==> src/rtl/layers_drain_pkg.sv <==
// rtl/layers_drain_pkg.sv - shared constants and types for the layers result drain
package layers_drain_pkg;

    // Config address map; each block owns one unique address
    localparam int unsigned CFG_LAYERS = 0;
    localparam int unsigned CFG_DRAIN  = 1;

    // One-hot drain states
    typedef enum logic [2:0] {
        ST_RESET = 3'b001,
        ST_IDLE  = 3'b010,
        ST_SEND  = 3'b100
    } drain_state_t;

    // Counter width for n items, never narrower than one bit
    function automatic int cnt_width(input int n);
        return (n > 1) ? $clog2(n) : 1;
    endfunction

endpackage

==> src/rtl/layers_drain.sv <==
// rtl/layers_drain.sv - serialises wide result vectors into framed narrow beats
module layers_drain
    import layers_drain_pkg::*;
#(
    parameter int CFG_DWIDTH = 32,
    parameter int CFG_AWIDTH = 5,
    parameter int DEPTH_NB   = 16,
    parameter int IMG_WIDTH  = 16,
    parameter int STR_WIDTH  = 64
) (
    input  logic                          clk,
    input  logic                          rst,
    input  logic [CFG_DWIDTH-1:0]         cfg_data,
    input  logic [CFG_AWIDTH-1:0]         cfg_addr,
    input  logic                          cfg_valid,
    input  logic [IMG_WIDTH*DEPTH_NB-1:0] result,
    input  logic                          result_val,
    output logic                          result_rdy,
    output logic [STR_WIDTH-1:0]          str_data,
    output logic                          str_val,
    output logic                          str_last,
    input  logic                          str_rdy
);

    localparam int VEC_W   = DEPTH_NB * IMG_WIDTH;
    localparam int BEAT_NB = VEC_W / STR_WIDTH;
    localparam int BEAT_CW = cnt_width(BEAT_NB);
    localparam logic [BEAT_CW-1:0] LAST_BEAT = BEAT_CW'(BEAT_NB - 1);

    drain_state_t         state;
    drain_state_t         state_nxt;
    logic [VEC_W-1:0]     data_buf;
    logic [BEAT_CW-1:0]   beat_cnt;
    logic [15:0]          res_cnt;
    logic [15:0]          frame_nb;

    logic cfg_hit;
    logic at_last_beat;
    logic beat_xfer;
    logic load;

    // Only the low 16 config bits carry the frame length
    logic unused_cfg_bits;
    assign unused_cfg_bits = ^cfg_data[CFG_DWIDTH-1:16];

    assign cfg_hit      = cfg_valid && (cfg_addr == CFG_AWIDTH'(CFG_DRAIN));
    assign at_last_beat = (state == ST_SEND) && (beat_cnt == LAST_BEAT);
    assign beat_xfer    = (state == ST_SEND) && str_rdy;
    assign load         = (state == ST_IDLE) && result_val;

    // Outputs depend only on registered state, never on str_rdy or result_val
    assign str_data = data_buf[STR_WIDTH-1:0];
    assign str_last = at_last_beat && (frame_nb != 16'd0) && (res_cnt == frame_nb - 16'd1);

    // State register
    always_ff @(posedge clk) begin
        if (rst) begin
            state <= ST_RESET;
        end else begin
            state <= state_nxt;
        end
    end

    // Next-state and handshake decode
    always_comb begin
        state_nxt  = state;
        result_rdy = 1'b0;
        str_val    = 1'b0;
        case (state)
            ST_RESET: begin
                state_nxt = ST_IDLE;
            end
            ST_IDLE: begin
                result_rdy = 1'b1;
                if (result_val) begin
                    state_nxt = ST_SEND;
                end
            end
            ST_SEND: begin
                str_val = 1'b1;
                if (str_rdy && (beat_cnt == LAST_BEAT)) begin
                    state_nxt = ST_IDLE;
                end
            end
            default: begin
                state_nxt = ST_RESET;
            end
        endcase
    end

    // Shift buffer: loaded in IDLE, advanced one beat per accepted transfer
    always_ff @(posedge clk) begin
        if (load) begin
            data_buf <= result;
        end else if (beat_xfer) begin
            data_buf <= data_buf >> STR_WIDTH;
        end
    end

    // Beat counter within the current result
    always_ff @(posedge clk) begin
        if (rst) begin
            beat_cnt <= '0;
        end else if (load) begin
            beat_cnt <= '0;
        end else if (beat_xfer) begin
            beat_cnt <= beat_cnt + BEAT_CW'(1);
        end
    end

    // Frame length and result counter; a config write overrides the end-of-result update
    always_ff @(posedge clk) begin
        if (rst) begin
            frame_nb <= 16'd1;
            res_cnt  <= 16'd0;
        end else if (cfg_hit) begin
            frame_nb <= cfg_data[15:0];
            res_cnt  <= 16'd0;
        end else if (beat_xfer && at_last_beat) begin
            res_cnt <= str_last ? 16'd0 : res_cnt + 16'd1;
        end
    end

endmodule

==> config.mk <==
export PLATFORM = sky130hd
export DESIGN_NAME = layers_drain
export DESIGN_NICKNAME = d
export VERILOG_FILES = /design/src/rtl/layers_drain_pkg.sv /design/src/rtl/layers_drain.sv
export SDC_FILE = /design/constraint.sdc
export NUM_CORES = 1
export LEC_CHECK = 0
export CELL_PAD_IN_SITES_DETAIL_PLACEMENT = 1
export CELL_PAD_IN_SITES_GLOBAL_PLACEMENT = 1
export CORE_MARGIN = 4
export CORE_UTILIZATION = 28
export CTS_CLUSTER_DIAMETER = 150
export DETAILED_ROUTE_END_ITERATION = 8
export PLACE_DENSITY_LB_ADDON = 0.1
export SLEW_MARGIN = 20
export SYNTH_ARGS = -nofsm -noshare
export SYNTH_HDL_FRONTEND = slang
export SYNTH_SLANG_ARGS = --single-unit
==> constraint.sdc <==
create_clock -name clk -period 8.5 [get_ports clk]
set_input_delay 0.85 -clock clk [delete_from_list [all_inputs] [get_ports clk]]
set_output_delay 0.85 -clock clk [all_outputs]
set_load 0.005 [all_outputs]
==> results of run 1 <==
==> worst reg2reg max path, stage by stage, from the launching register on <==
cell	delay, ps
dfxtp_1	380
inv_1	120
ha_1	240
or3b_2	540
or4_1	490
a21oi_1	180
o311ai_1	180
a2111oi_4	440
a21o_2	380
nor2_1	90
==> where the power goes <==
part,switching [mW],internal (mW)
Clock,0.614,0.958
Combinational,0.101,0.186
Sequential,0.0130,1.61
==> cells in the mapped netlist, types with 2 or more instances <==
library cell,count,share of area
a21o_2,2,0.0013
a21oi_1,7,0.0027
and3_1,69,0.033
buf_2,3,0.0012
buf_4,64,0.037
buf_6,2,0.0017
clkbuf_1,44,0.013
dfxtp_1,37,0.057
edfxtp_1,256,0.59
ha_1,4,0.0038
inv_1,4,0.0012
mux2_2,192,0.17
mux2i_1,16,0.012
nand2_1,14,0.0040
nand2b_1,8,0.0038
nand3_1,11,0.0042
nand3b_1,3,0.0017
nand4_1,7,0.0034
nor2_1,39,0.011
nor3_1,11,0.0042
nor3b_1,2,0.0012
nor4_1,6,0.0029
nor4b_1,2,0.0013
o211ai_1,2,0.0012
o311ai_1,2,0.0013
or3_1,4,0.0019
or3b_2,2,0.0013
xnor2_1,18,0.012
xor2_1,16,0.011
==> sequential cells by signal, summed over array words and instances (netlist names) <==
register / count
beat_cnt: 2
state: 3
frame_nb: 16
data_buf: 256
res_cnt: 16
==> cell type report <==
| type | instances | area [um^2] | share of cell area |
|---|---|---|---|
| Timing Repair Buffer | 355 | 3556 | 0.1989 |
| Sequential cell | 293 | 8428 | 0.4713 |
| Multi-Input combinational cell | 456 | 3910 | 0.2187 |
| Clock buffer | 47 | 1006 | 0.05626 |
| Inverter | 4 | 15.01 | 0.0008397 |
| Antenna cell | 7 | 17.52 | 0.0009796 |
| Clock inverter | 21 | 197.7 | 0.01106 |
| Tap cell | 600 | 750.7 | 0.04198 |
==> worst paths after layout <==
kind | startpoint | to | slack [ps] | cells after the start
worst max-delay path | frame_nb[0] | str_last | 3930 | 8
worst min-delay path | res_cnt[1] | res_cnt[1] | 510 | 2
worst max register to register | frame_nb[0] | res_cnt[11] | 5330 | 9
worst min register to register | res_cnt[1] | res_cnt[1] | 510 | 2
==> placed cells by master, fill, tap and decap left out, drive strengths merged, types with 5 or more instances in the layout <==
master         Yosys  routed
a21oi              7       7
and3              69      69
buf               69       8
clkbuf            44      47
clkdlybuf4s50      0     347
clkinv             0      15
dfxtp             37      37
diode              0       7
edfxtp           256     256
inv                4       5
mux2             192     192
mux2i             16      16
nand2             14      14
nand2b             8       8
nand3             11      11
nand4              7       7
nor2              39      39
nor3              11      11
nor4               7       7
or3                5       5
xnor2             18      18
xor2              16      16
==> through the flow <==
step	setup WS, ps	hold slack, ps
after detailed placement	4304	503.6
after global routing	3731	553.9
after global placement	4294	486.7
final	3927	509.9
after CTS	3893	511.1
after floorplan	2872	472.7
==> routing by layer <==
metal / vias up / routed length [um] / share of wire
met5: - / 18 / 0.00052
met4: 4 / 873 / 0.025
met3: 56 / 2603 / 0.075
met2: 208 / 17040 / 0.49
met1: 3863 / 14220 / 0.41
li1: 3761 / - / -
==> logic make-up (layout without fill, tap and decap cells) <==
kind of cell    after synthesis  in the layout  synth area share
fa+ha+maj                     4              4          0.003844
xor+xnor                     34             34           0.02287
compound gates               25             25           0.01480
buf+inv                     117            427           0.05363
other cells                   0              7                 0
flops                       293            293            0.6474
mux                         208            208            0.1784
simple gates                185            185           0.07910
==> results.py, run 1 <==
metrics = {
    "worst_setup_path": {
        "critical_path.max_fanout": 7,
        "cp-start-kind": "flop",
        "cpLargestDelayFamily": "simple AND/OR/NAND/NOR gates",
        "cp_slowest_stage_delay_ps": 610,
        "arrival_ps": 3720,
        "crit_chain": "inv_1 > ha_1 > or3b_2 > or4_1 > a21oi_1 > o311ai_1 > a2111oi_4 > clkdlybuf4s50_1",
        "critPathKind": "reg2out",
        "cp.required_ps": 7650,
        "cp_slowest_cell": "clkdlybuf4s50_1",
        "worst-path-buf-inv": 2,
        "endpoint_kind": "output pin",
    },
    "cts": {
        "cts_tree": "done",
        "cts.htree.levels": 2,
        "post_cts_resized": 0,
        "cts_max_path_buffers": 3,
        "clk_transition_reported_paths_ps": 50,
        "clkSinkCount": 293,
        "post-cts-setup-buffer-count": 0,
        "cts_hold_buffers": 0,
        "cts-root-buf": "clkbuf_16",
        "numCtsBuffers": 38,
        "clkLatencyLatePin_ps": 540,
    },
    "detailed_routing": {
        "wl_mm": 34.76,
        "post_drt_wl_per_cell_um": 19.50,
        "vias": 7892,
        "drc_errors": 0,
        "first_iter_violations": 429,
        "ant_nets": 0,
        "vias_per_cell": 4.426,
        "dr.pass1.iters": 4,
    },
    "timing": {
        "fin_worst_skew_ps": 21.84,
        "max_freq_ghz": 0.2187,
        "hold_viol": 0,
        "fin_crit_sh": 0.5380,
        "slew_viol_final": 0,
        "maxSlewHeadroom": 0.1863,
        "fin_crit_ps": 4573,
        "tightest_slew_ps": 1221,
        "final.setup.tns_ps": 0,
        "setup_viol_count_final": 0,
        "rsz0062_at_grt": "no",
    },
    "outcome": {
        "status": "finished clean",
    },
    "global_route": {
        "use_met3": 0.04534,
        "met2_usage": 0.2227,
        "gr-usage-met1": 0.1660,
        "grtUsageTotal": 0.1351,
        "grt_max_degree": 183,
        "grt-ovfl-total": 0,
        "grt_antenna_before_repair": 7,
        "grt_first_pass_wirelength_mm": 52.34,
        "grt-busiest-layer": "met2",
        "first_global_vias": 8577,
    },
    "layout": {
        "drive_gt1_frac": 0.2219,
        "syn_to_final_growth_pct": 37.35,
        "finalInstanceArea_um2": 17880,
        "nNetsFinal": 1450,
        "fillers": 4701,
        "fin_util": 0.3915,
        "instances_no_fill": 1783,
    },
    "floorplan": {
        "rows": 78,
        "fp.dieW_um": 223.6,
        "die_h_um": 223.6,
        "fp.coreArea_um2": 45670,
        "io_pins": 365,
        "die_area_um2": 50010,
        "start_util": 0.2850,
    },
    "logic_synthesis": {
        "syn_nets": 1168,
        "syn-instance-count": 866,
        "ys_seq_elements": 293,
        "synth-seq-area-share": 0.6474,
        "synth_edf_count": 256,
        "ys_async_sr_fraction": 0,
        "ys_types": 48,
        "netlist_area_um2": 13020,
        "yosys_warnings": 0,
        "syn-mean-instance-area_um2": 15.03,
        "ys.flop_type": "edfxtp_1",
    },
    "pwr": {
        "ir_worst_vdd_mv": 0.1277,
        "p_total_mw": 3.481,
        "p_per_area_nw_per_um2": 194.7,
        "p_leak_nw": 6.320,
    },
    "hold_path": {
        "min_path_type": "reg2reg",
    },
    "place": {
        "placedCellCount": 1708,
        "hpwl_mm": 23.25,
        "placed_area_um2": 16660,
        "gp_congestion": 0.7245,
        "numPortBuffers": 348,
    },
    "run": {
        "maxCapViolations": 0,
    },
}
Note: power is estimated with default switching activity, not from simulation.
==> run 2, diff against run 1 <==
Clock period 8.5 ns to 4.72 ns, I/O delays scaled along.
==> run 2 against run 1 <==
Against the previous run:
- total power up 73%
- utilization fell by 0.16 points
- routed wire length grew 0.13%
- non-clock buffer count increased by 7
- die area unchanged
- global-route usage rose by 0.19 points
- via count grew 0.68%
- register-to-register slack got worse by 3700 ps
- clock power grew 64%
- critical path type unchanged
- largest cell class unchanged
- largest power group unchanged
==> results.py, run 2 (synthesis results as in run 1) <==
metrics = {
    "global_route": {
        "grt_max_degree": 66,
        "grt_first_pass_wirelength_mm": 52.66,
        "first_global_vias": 8483,
        "grtUsageTotal": 0.1370,
        "grt-ovfl-total": 0,
        "grt_antenna_before_repair": 6,
    },
    "cts": {
        "post_cts_resized": 0,
        "cts_hold_buffers": 0,
        "cts_tree": "done",
        "clkSinkCount": 293,
        "cts-root-buf": "clkbuf_16",
        "cts_max_path_buffers": 3,
        "clkLatencyLatePin_ps": 540,
        "post-cts-setup-buffer-count": 0,
        "clk_transition_reported_paths_ps": 50,
        "numCtsBuffers": 37,
        "cts.htree.levels": 2,
    },
    "worst_setup_path": {
        "critical_path.max_fanout": 7,
        "endpoint_kind": "output pin",
        "startpoint": "frame_nb[0]",
        "crit_end": "str_last",
        "cp.required_ps": 4250,
        "critPathKind": "reg2out",
        "ff2ff_setup_slack_ps": 1650,
        "timing.rr.start": "frame_nb[0]",
        "cp_slowest_stage_delay_ps": 630,
        "cp-start-kind": "flop",
        "r2r-end": "res_cnt[11]",
        "arrival_ps": 3630,
        "r2r_cells": 9,
        "cp_slowest_cell": "clkdlybuf4s50_1",
        "crit_chain": "inv_1 > ha_1 > or3b_2 > or4_1 > a21oi_1 > o311ai_1 > a2111oi_4 > clkdlybuf4s50_1",
    },
    "detailed_routing": {
        "wl_mm": 34.81,
        "ant_nets": 0,
        "vias": 7946,
        "dr.pass1.iters": 5,
        "drc_errors": 0,
        "post_drt_wl_per_cell_um": 19.56,
        "first_iter_violations": 399,
        "vias_per_cell": 4.464,
    },
    "pwr": {
        "p_total_mw": 6.022,
        "internal_power_mw": 4.754,
        "clkPwrFrac": 0.428,
        "ir_worst_vdd_mv": 0.2326,
        "power.switching_mw": 1.268,
        "power_frac_comb": 0.087,
        "sw_frac_of_total": 0.2106,
        "pwr-share-seq": 0.485,
        "p_leak_nw": 6.297,
        "p_per_area_nw_per_um2": 338.1,
    },
    "floorplan": {
        "die_h_um": 223.6,
        "fp.dieW_um": 223.6,
        "rows": 78,
        "io_pins": 365,
        "fp.coreArea_um2": 45670,
        "start_util": 0.2850,
        "die_area_um2": 50010,
    },
    "run": {
        "maxCapViolations": 0,
    },
    "layout": {
        "fillers": 4720,
        "nNetsFinal": 1456,
        "drive_gt1_frac": 0.2219,
        "final_cell_mix": "clkdlybuf4s50_1, edfxtp_1, mux2_2, and3_1, clkbuf_16",
        "syn_to_final_growth_pct": 36.80,
        "largestRegisters": "data_buf (256), frame_nb (16), res_cnt (16)",
        "seq_area_um2": 8428,
        "multi_input_area_um2": 3910,
        "layout_commonest_cell": "clkdlybuf4s50_1",
        "largest_register": "data_buf",
        "largest_reg_flops": 256,
    },
    "place": {
        "gp_congestion": 0.7281,
        "hpwl_mm": 24.06,
        "numPortBuffers": 348,
    },
    "timing": {
        "fin_worst_skew_ps": 16.32,
        "holdWs_ps": 530.7,
        "fin_crit_ps": 4102,
        "fin_crit_sh": 0.8691,
        "final.setup.tns_ps": 0,
        "setup_viol_count_final": 0,
        "hold_viol": 0,
        "tightest_slew_ps": 824.4,
        "maxSlewHeadroom": 0.4504,
        "slew_viol_final": 0,
        "max_freq_ghz": 0.2438,
        "rsz0062_at_grt": "no",
    },
    "hold_path": {
        "min_path_type": "reg2reg",
        "hold_start": "res_cnt[1]",
    },
    "outcome": {
        "status": "finished clean",
    },
}
==> run 2: changes by cell type in the layout (fill, tap and decap cells not counted) <==
cell / delta
buf_4: +6
clkbuf_1: +6
clkinv_1: -6
bufinv_16: -4
clkinv_2: -3
diode_2: -3
buf_12: +1
clkbuf_8: +1
clkinvlp_4: -1
==> run 2: power groups by stage <==
| stage | sequential, mW | combinational, mW | clock, mW |
|---|---|---|---|
| after global routing | 2.93 | 0.569 | 2.81 |
| after floorplan | 2.97 | 0.225 | 0 |
| final | 2.92 | 0.523 | 2.58 |
| after CTS | 2.92 | 0.536 | 2.70 |
| after detailed placement | 2.97 | 0.532 | 0 |
| after global placement | 2.97 | 0.526 | 0 |
==> run 2: final cells by class <==
type	count	area share
multi-input cells	456	0.2195
flip-flops and latches	293	0.4732
well taps	600	0.04215
repair buffers	362	0.2033
clock buffers	54	0.05852
inverters	4	0.0008431
diodes	4	0.0005620
clock inverters	7	0.001827
==> run 2: worst min path at each step <==
stage,endpoint,cells after the start
5_1_grt,frame_nb[3],3
6_report,res_cnt[1],2
3_5_place_dp,res_cnt[1],2
3_3_place_gp,res_cnt[1],2
4_1_cts,frame_nb[3],3
2_1_floorplan,res_cnt[1],2
==> run 2: metal layers <==
| layer | global-route usage | share of wire |
|---|---|---|
| met5 | 0 | 0.0011 |
| met4 | 0.04693 | 0.030 |
| met3 | 0.05202 | 0.076 |
| met2 | 0.2209 | 0.48 |
| met1 | 0.1699 | 0.41 |
==> run 2: worst max-delay path, delay by kind of cell (launching register included) <==
family	cells	cell delay, ps
fa+ha+maj	1	240
flops	1	360
simple gates	2	1020
compound gates	3	760
buf+inv	2	730
==> run 2: metrics by stage <==
stage            util  setup slack (ps)  area (um^2)  std cells
3_5_place_dp   0.3662              1143        16720       1715
4_1_cts        0.3897             542.1        17800       1776
5_1_grt        0.3898             383.0        17800       1778
3_3_place_gp   0.3662              1187        16720       1715
6_report       0.3899             617.6        17810       1780
2_1_floorplan       -             808.7        13030        866
==> RTL change 1, RTL diff (flow settings as in run 1) <==
Reset style: asynchronous (`rst`), changed in 3 clocked blocks.
--- a/src/rtl/layers_drain.sv
+++ b/src/rtl/layers_drain.sv
@@ -53,7 +53,7 @@
     assign str_last = at_last_beat && (frame_nb != 16'd0) && (res_cnt == frame_nb - 16'd1);
 
     // State register
-    always_ff @(posedge clk) begin
+    always_ff @(posedge clk or posedge rst) begin
         if (rst) begin
             state <= ST_RESET;
         end else begin
@@ -98,7 +98,7 @@
     end
 
     // Beat counter within the current result
-    always_ff @(posedge clk) begin
+    always_ff @(posedge clk or posedge rst) begin
         if (rst) begin
             beat_cnt <= '0;
         end else if (load) begin
@@ -109,7 +109,7 @@
     end
 
     // Frame length and result counter; a config write overrides the end-of-result update
-    always_ff @(posedge clk) begin
+    always_ff @(posedge clk or posedge rst) begin
         if (rst) begin
             frame_nb <= 16'd1;
             res_cnt  <= 16'd0;
Function: differs if rst is asserted again (counterexample within 4 cycles, from zero or initial values and one cycle with rst high); with rst held inactive, the same outputs for 4 cycles.
==> RTL change 1 against run 1 <==
Sequential share of layout area increased by 0.29 points; setup slack improved by 76 ps; routed wire length up 11%; cell area grew 1.6%; critical path depth grew 1; clock skew fell by 16 ps; core utilization decreased by 1.0 points; synthesized cell count is 48% higher; register-to-register slack lost 550 ps; synthesized area rose by 3.4%; sequential cell count stayed put.
Power is not compared: it rests on default switching activity, and its combinational part moved more than twofold at a synthesized area within 25%.
==> RTL change 1: results <==
export IMPL_synthAdderAreaFrac=0.00372
export IMPL_grt_pass1_vias=10000
export IMPL_comb_cell_power_mw=1.00
export IMPL_drt_pass1_iter_count=5
export IMPL_io_buffers=348
export IMPL_dp_slack_ps=4020
export IMPL_p_sw_mw=1.27
export IMPL_clock_skew_ps=6.27
export IMPL_route_met2_wl_um=18400
export IMPL_leakage_nw=7.34
export IMPL_synth_compound_area_share=0.0318
export IMPL_grt_use_met1=0.193
export IMPL_clk_root_buffer_cell="clkbuf_16"
export IMPL_cts_made_buffers=37
export IMPL_muxShareOfSynthArea=0.0141
export IMPL_switching_share=0.282
export IMPL_clk_pin_slew_ps=60
export IMPL_postSynthCellCount=1280
export IMPL_cp_slowest_cell="dfstp_2"
export IMPL_cts_setup_buffers=0
export IMPL_slowest_delay_ps=580
export IMPL_hold_buffers=0
export IMPL_detail_route_iter0_violations=465
export IMPL_layout_nets=1842
export IMPL_hp_class="register to register"
export IMPL_status="finished clean"
export IMPL_r2r_cells=7
export IMPL_synthXorXnorAreaFrac=0.0124
export IMPL_place_hpwl_um=25300
export IMPL_grt_max_degree=187
export IMPL_detail_route_wl_per_cell_um=17.7
export IMPL_grt_usage=0.145
export IMPL_ys_top_cells_by_count="nand2_1 (600), edfxtp_1 (256), and3_1 (78)"
export IMPL_relSlewSlack=0.318
export IMPL_syn_nets=1582
export IMPL_synth_edf_count=256
export IMPL_wl_met3_um=2180
export IMPL_synth_cell_types=55
export IMPL_clk_latency_ps=530
export IMPL_vias=9737
export IMPL_post_dp_cell_area_sq_um=17000
export IMPL_drive_above_1_share=0.0601
export IMPL_antenna_found_initial=4
export IMPL_highest_layer="met5"
export IMPL_placedCellCount=2115
export IMPL_grtUsageMet2=0.236
export IMPL_grt_pass1_wl_um=58400
export IMPL_crit_fanout=5
export IMPL_synthArstFlopShare=0.126
export IMPL_routed_wl_um=38600
export IMPL_synthTopCellsByArea="edfxtp_1 (57%), nand2_1 (17%), dfrtp_1 (6.5%)"
export IMPL_yosysWarnings=0
export IMPL_m1WireLength_um=17200
export IMPL_crit_family="simple AND/OR/NAND/NOR gates"
export IMPL_routabilityCongestion=0.781
export IMPL_cts_htree_levels=2
export IMPL_grt_use_met3=0.0349
export IMPL_worstPathArrival_ps=3650
export IMPL_synth_seq_area_share=0.640
-- RTL change 1: changes by cell type after synthesis, sizes merged, moves of 11 or more --
cell    before  now
a22oi        0   11
clkbuf      44   62
dfrtp        0   35
dfxtp       37    0
mux2       192   16
mux2i       16    1
nand2       14  600
nor2        39    6
o31ai        1   13
-- RTL change 1: layout make-up --
type / instances / area, sq um
well taps: 615 / 769
flip-flops and latches: 293 / 8620
clock buffers: 44 / 995
diodes: 5 / 12.5
fillers: 5285 / 29500
repair buffers: 359 / 3590
inverters: 8 / 30.0
clock inverters: 18 / 103
multi-input cells: 841 / 4050
-- RTL change 1: path summary, 6_finish.rpt --
check                           endpoint  slack (ps)           from
hold / removal             data_buf[168]         510  data_buf[232]
max in group asynchronous       state[0]        7380            rst
min in group asynchronous    frame_nb[3]         750            rst
setup reg to reg              res_cnt[6]        4780    frame_nb[4]
setup / recovery                str_last        4000    frame_nb[0]
hold reg to reg            data_buf[168]         510  data_buf[232]
==> RTL change 2, RTL diff (config.mk and constraints of run 1) <==
Without the edit above. Set the parameter `DEPTH_NB` to 8 (it was 16).
--- a/src/rtl/layers_drain.sv
+++ b/src/rtl/layers_drain.sv
@@ -4,7 +4,7 @@
 #(
     parameter int CFG_DWIDTH = 32,
     parameter int CFG_AWIDTH = 5,
-    parameter int DEPTH_NB   = 16,
+    parameter int DEPTH_NB   = 8,
     parameter int IMG_WIDTH  = 16,
     parameter int STR_WIDTH  = 64
 ) (
Ports: changed (resized result); port bits go from 365 to 237. No check against the original RTL was run, so the function may have changed too.
==> RTL change 2 against run 1 <==
Sequential cell count fell by 129; critical path depth fell by 1; routed wire length fell by 42%; cell area fell by 42%; total power fell by 47%; combinational power fell by 45%; clock skew fell by 4.8 ps; synthesized area fell by 41%; setup slack improved by 440 ps; die area fell by 40%.
==> RTL change 2: results <==
export IMPL_synth_compound_area_share=0.0273
export IMPL_irDropWorstVdd_uv=109
export IMPL_synth_seq_area_share=0.593
export IMPL_antenna_cells=0
export IMPL_muxShareOfSynthArea=0.114
export IMPL_cts_htree_levels=4
export IMPL_ys_top_cells_by_count="edfxtp_1 (128), and3_1 (69), buf_4 (64)"
export IMPL_r2r_slack_ps=4920
export IMPL_syn_nets=766
export IMPL_worstReg2RegEnd="data_buf[74]"
export IMPL_io_buffers=220
export IMPL_syn_area_per_cell_sq_um=13.0
export IMPL_synthTopCellsByArea="edfxtp_1 (50%), dfxtp_1 (9.4%), buf_4 (6.2%)"
export IMPL_routabilityCongestion=0.763
export IMPL_synth_edf_count=128
export IMPL_drt_pass1_iter_count=5
export IMPL_status="finished clean"
export IMPL_dp_slack_ps=3790
export IMPL_crit_fanout=6
export IMPL_post_dp_cell_area_sq_um=9730
export IMPL_grt_usage=0.133
export IMPL_via_per_inst=4.63
export IMPL_ctsLongestPathBuffers=2
export IMPL_max_slew_worst_pin_slew_ps=1000
export IMPL_r2r_start="state[2]"
export IMPL_place_hpwl_um=14100
export IMPL_antenna_found_initial=2
export IMPL_clock_skew_ps=17.0
export IMPL_synthAdderAreaFrac=0.00488
RTL change 2: cell types whose count changed after synthesis, moves of 5 or more:
| cell | change |
|---|---|
| mux2_2 | -155 |
| edfxtp_1 | -128 |
| mux2_1 | +27 |
| clkbuf_1 | -18 |
| nor3_2 | +10 |
| buf_1 | +5 |
| nor2_1 | -5 |
| xnor2_1 | -5 |
RTL change 2: kinds of logic (layout without fill, tap and decap cells):
family,Yosys count,count (layout)
AND/OR/NAND/NOR,181,181
multiplexers,80,80
adder cells (fa/ha/maj),3,3
XOR/XNOR,32,32
buffers and inverters,104,262
AO/OA/AOI/OAI,29,29
flip-flops,164,164
RTL change 2: cell type report:
class                           count  area (sq um)
Inverter                            6          22.5
Fill cell                        2894         16700
Tap cell                          341           427
Clock buffer                       18           429
Timing Repair Buffer              224          2230
Multi-Input combinational cell    325          2500
Clock inverter                     14           169
Sequential cell                   164          4560
RTL change 2: per-stage QoR:
step                hold WS, ps   util
finish                      530  0.383
global route                540  0.383
CTS                         532  0.382
detailed placement          515  0.360
global placement            505  0.360
floorplan                   485      -
RTL change 2: routing by layer:
metal / wire length, um / GRT usage / vias to the layer above
met5: 34 / 0 / -
met4: 208 / 0.0327 / 4
met1: 8870 / 0.168 / 2492
met3: 1040 / 0.0386 / 19
li1: - / - / 2393
met2: 10100 / 0.224 / 150
RTL change 2: how the worst min path moves through the flow:
stage | endpoint | start | slack [ps] | cells after the start
floorplan | res_cnt[1] | res_cnt[1] | 490 | 2
global placement | data_buf[51] | data_buf[115] | 500 | 1
detailed placement | data_buf[40] | data_buf[104] | 520 | 1
CTS | data_buf[40] | data_buf[104] | 530 | 1
global route | data_buf[44] | data_buf[108] | 540 | 1
finish | data_buf[52] | data_buf[116] | 530 | 1
RTL change 2: critical path, cell delays in order, from the launching register on:
cell and delay (ps):
dfxtp_1 370, nor4_1 630, and4_1 330, o21ai_1 80, a2111oi_2 410, nand4_2 270, nor2_1 240, clkdlybuf4s50_1 540
RTL change 2: power by group:
part | internal (mW) | leakage [nW] | switching, mW
logic | 0.0982 | 2.15 | 0.0605
registers | 0.883 | 1.52 | 0.00663
clock network | 0.443 | 0.287 | 0.350
total | 1.42 | 3.96 | 0.417
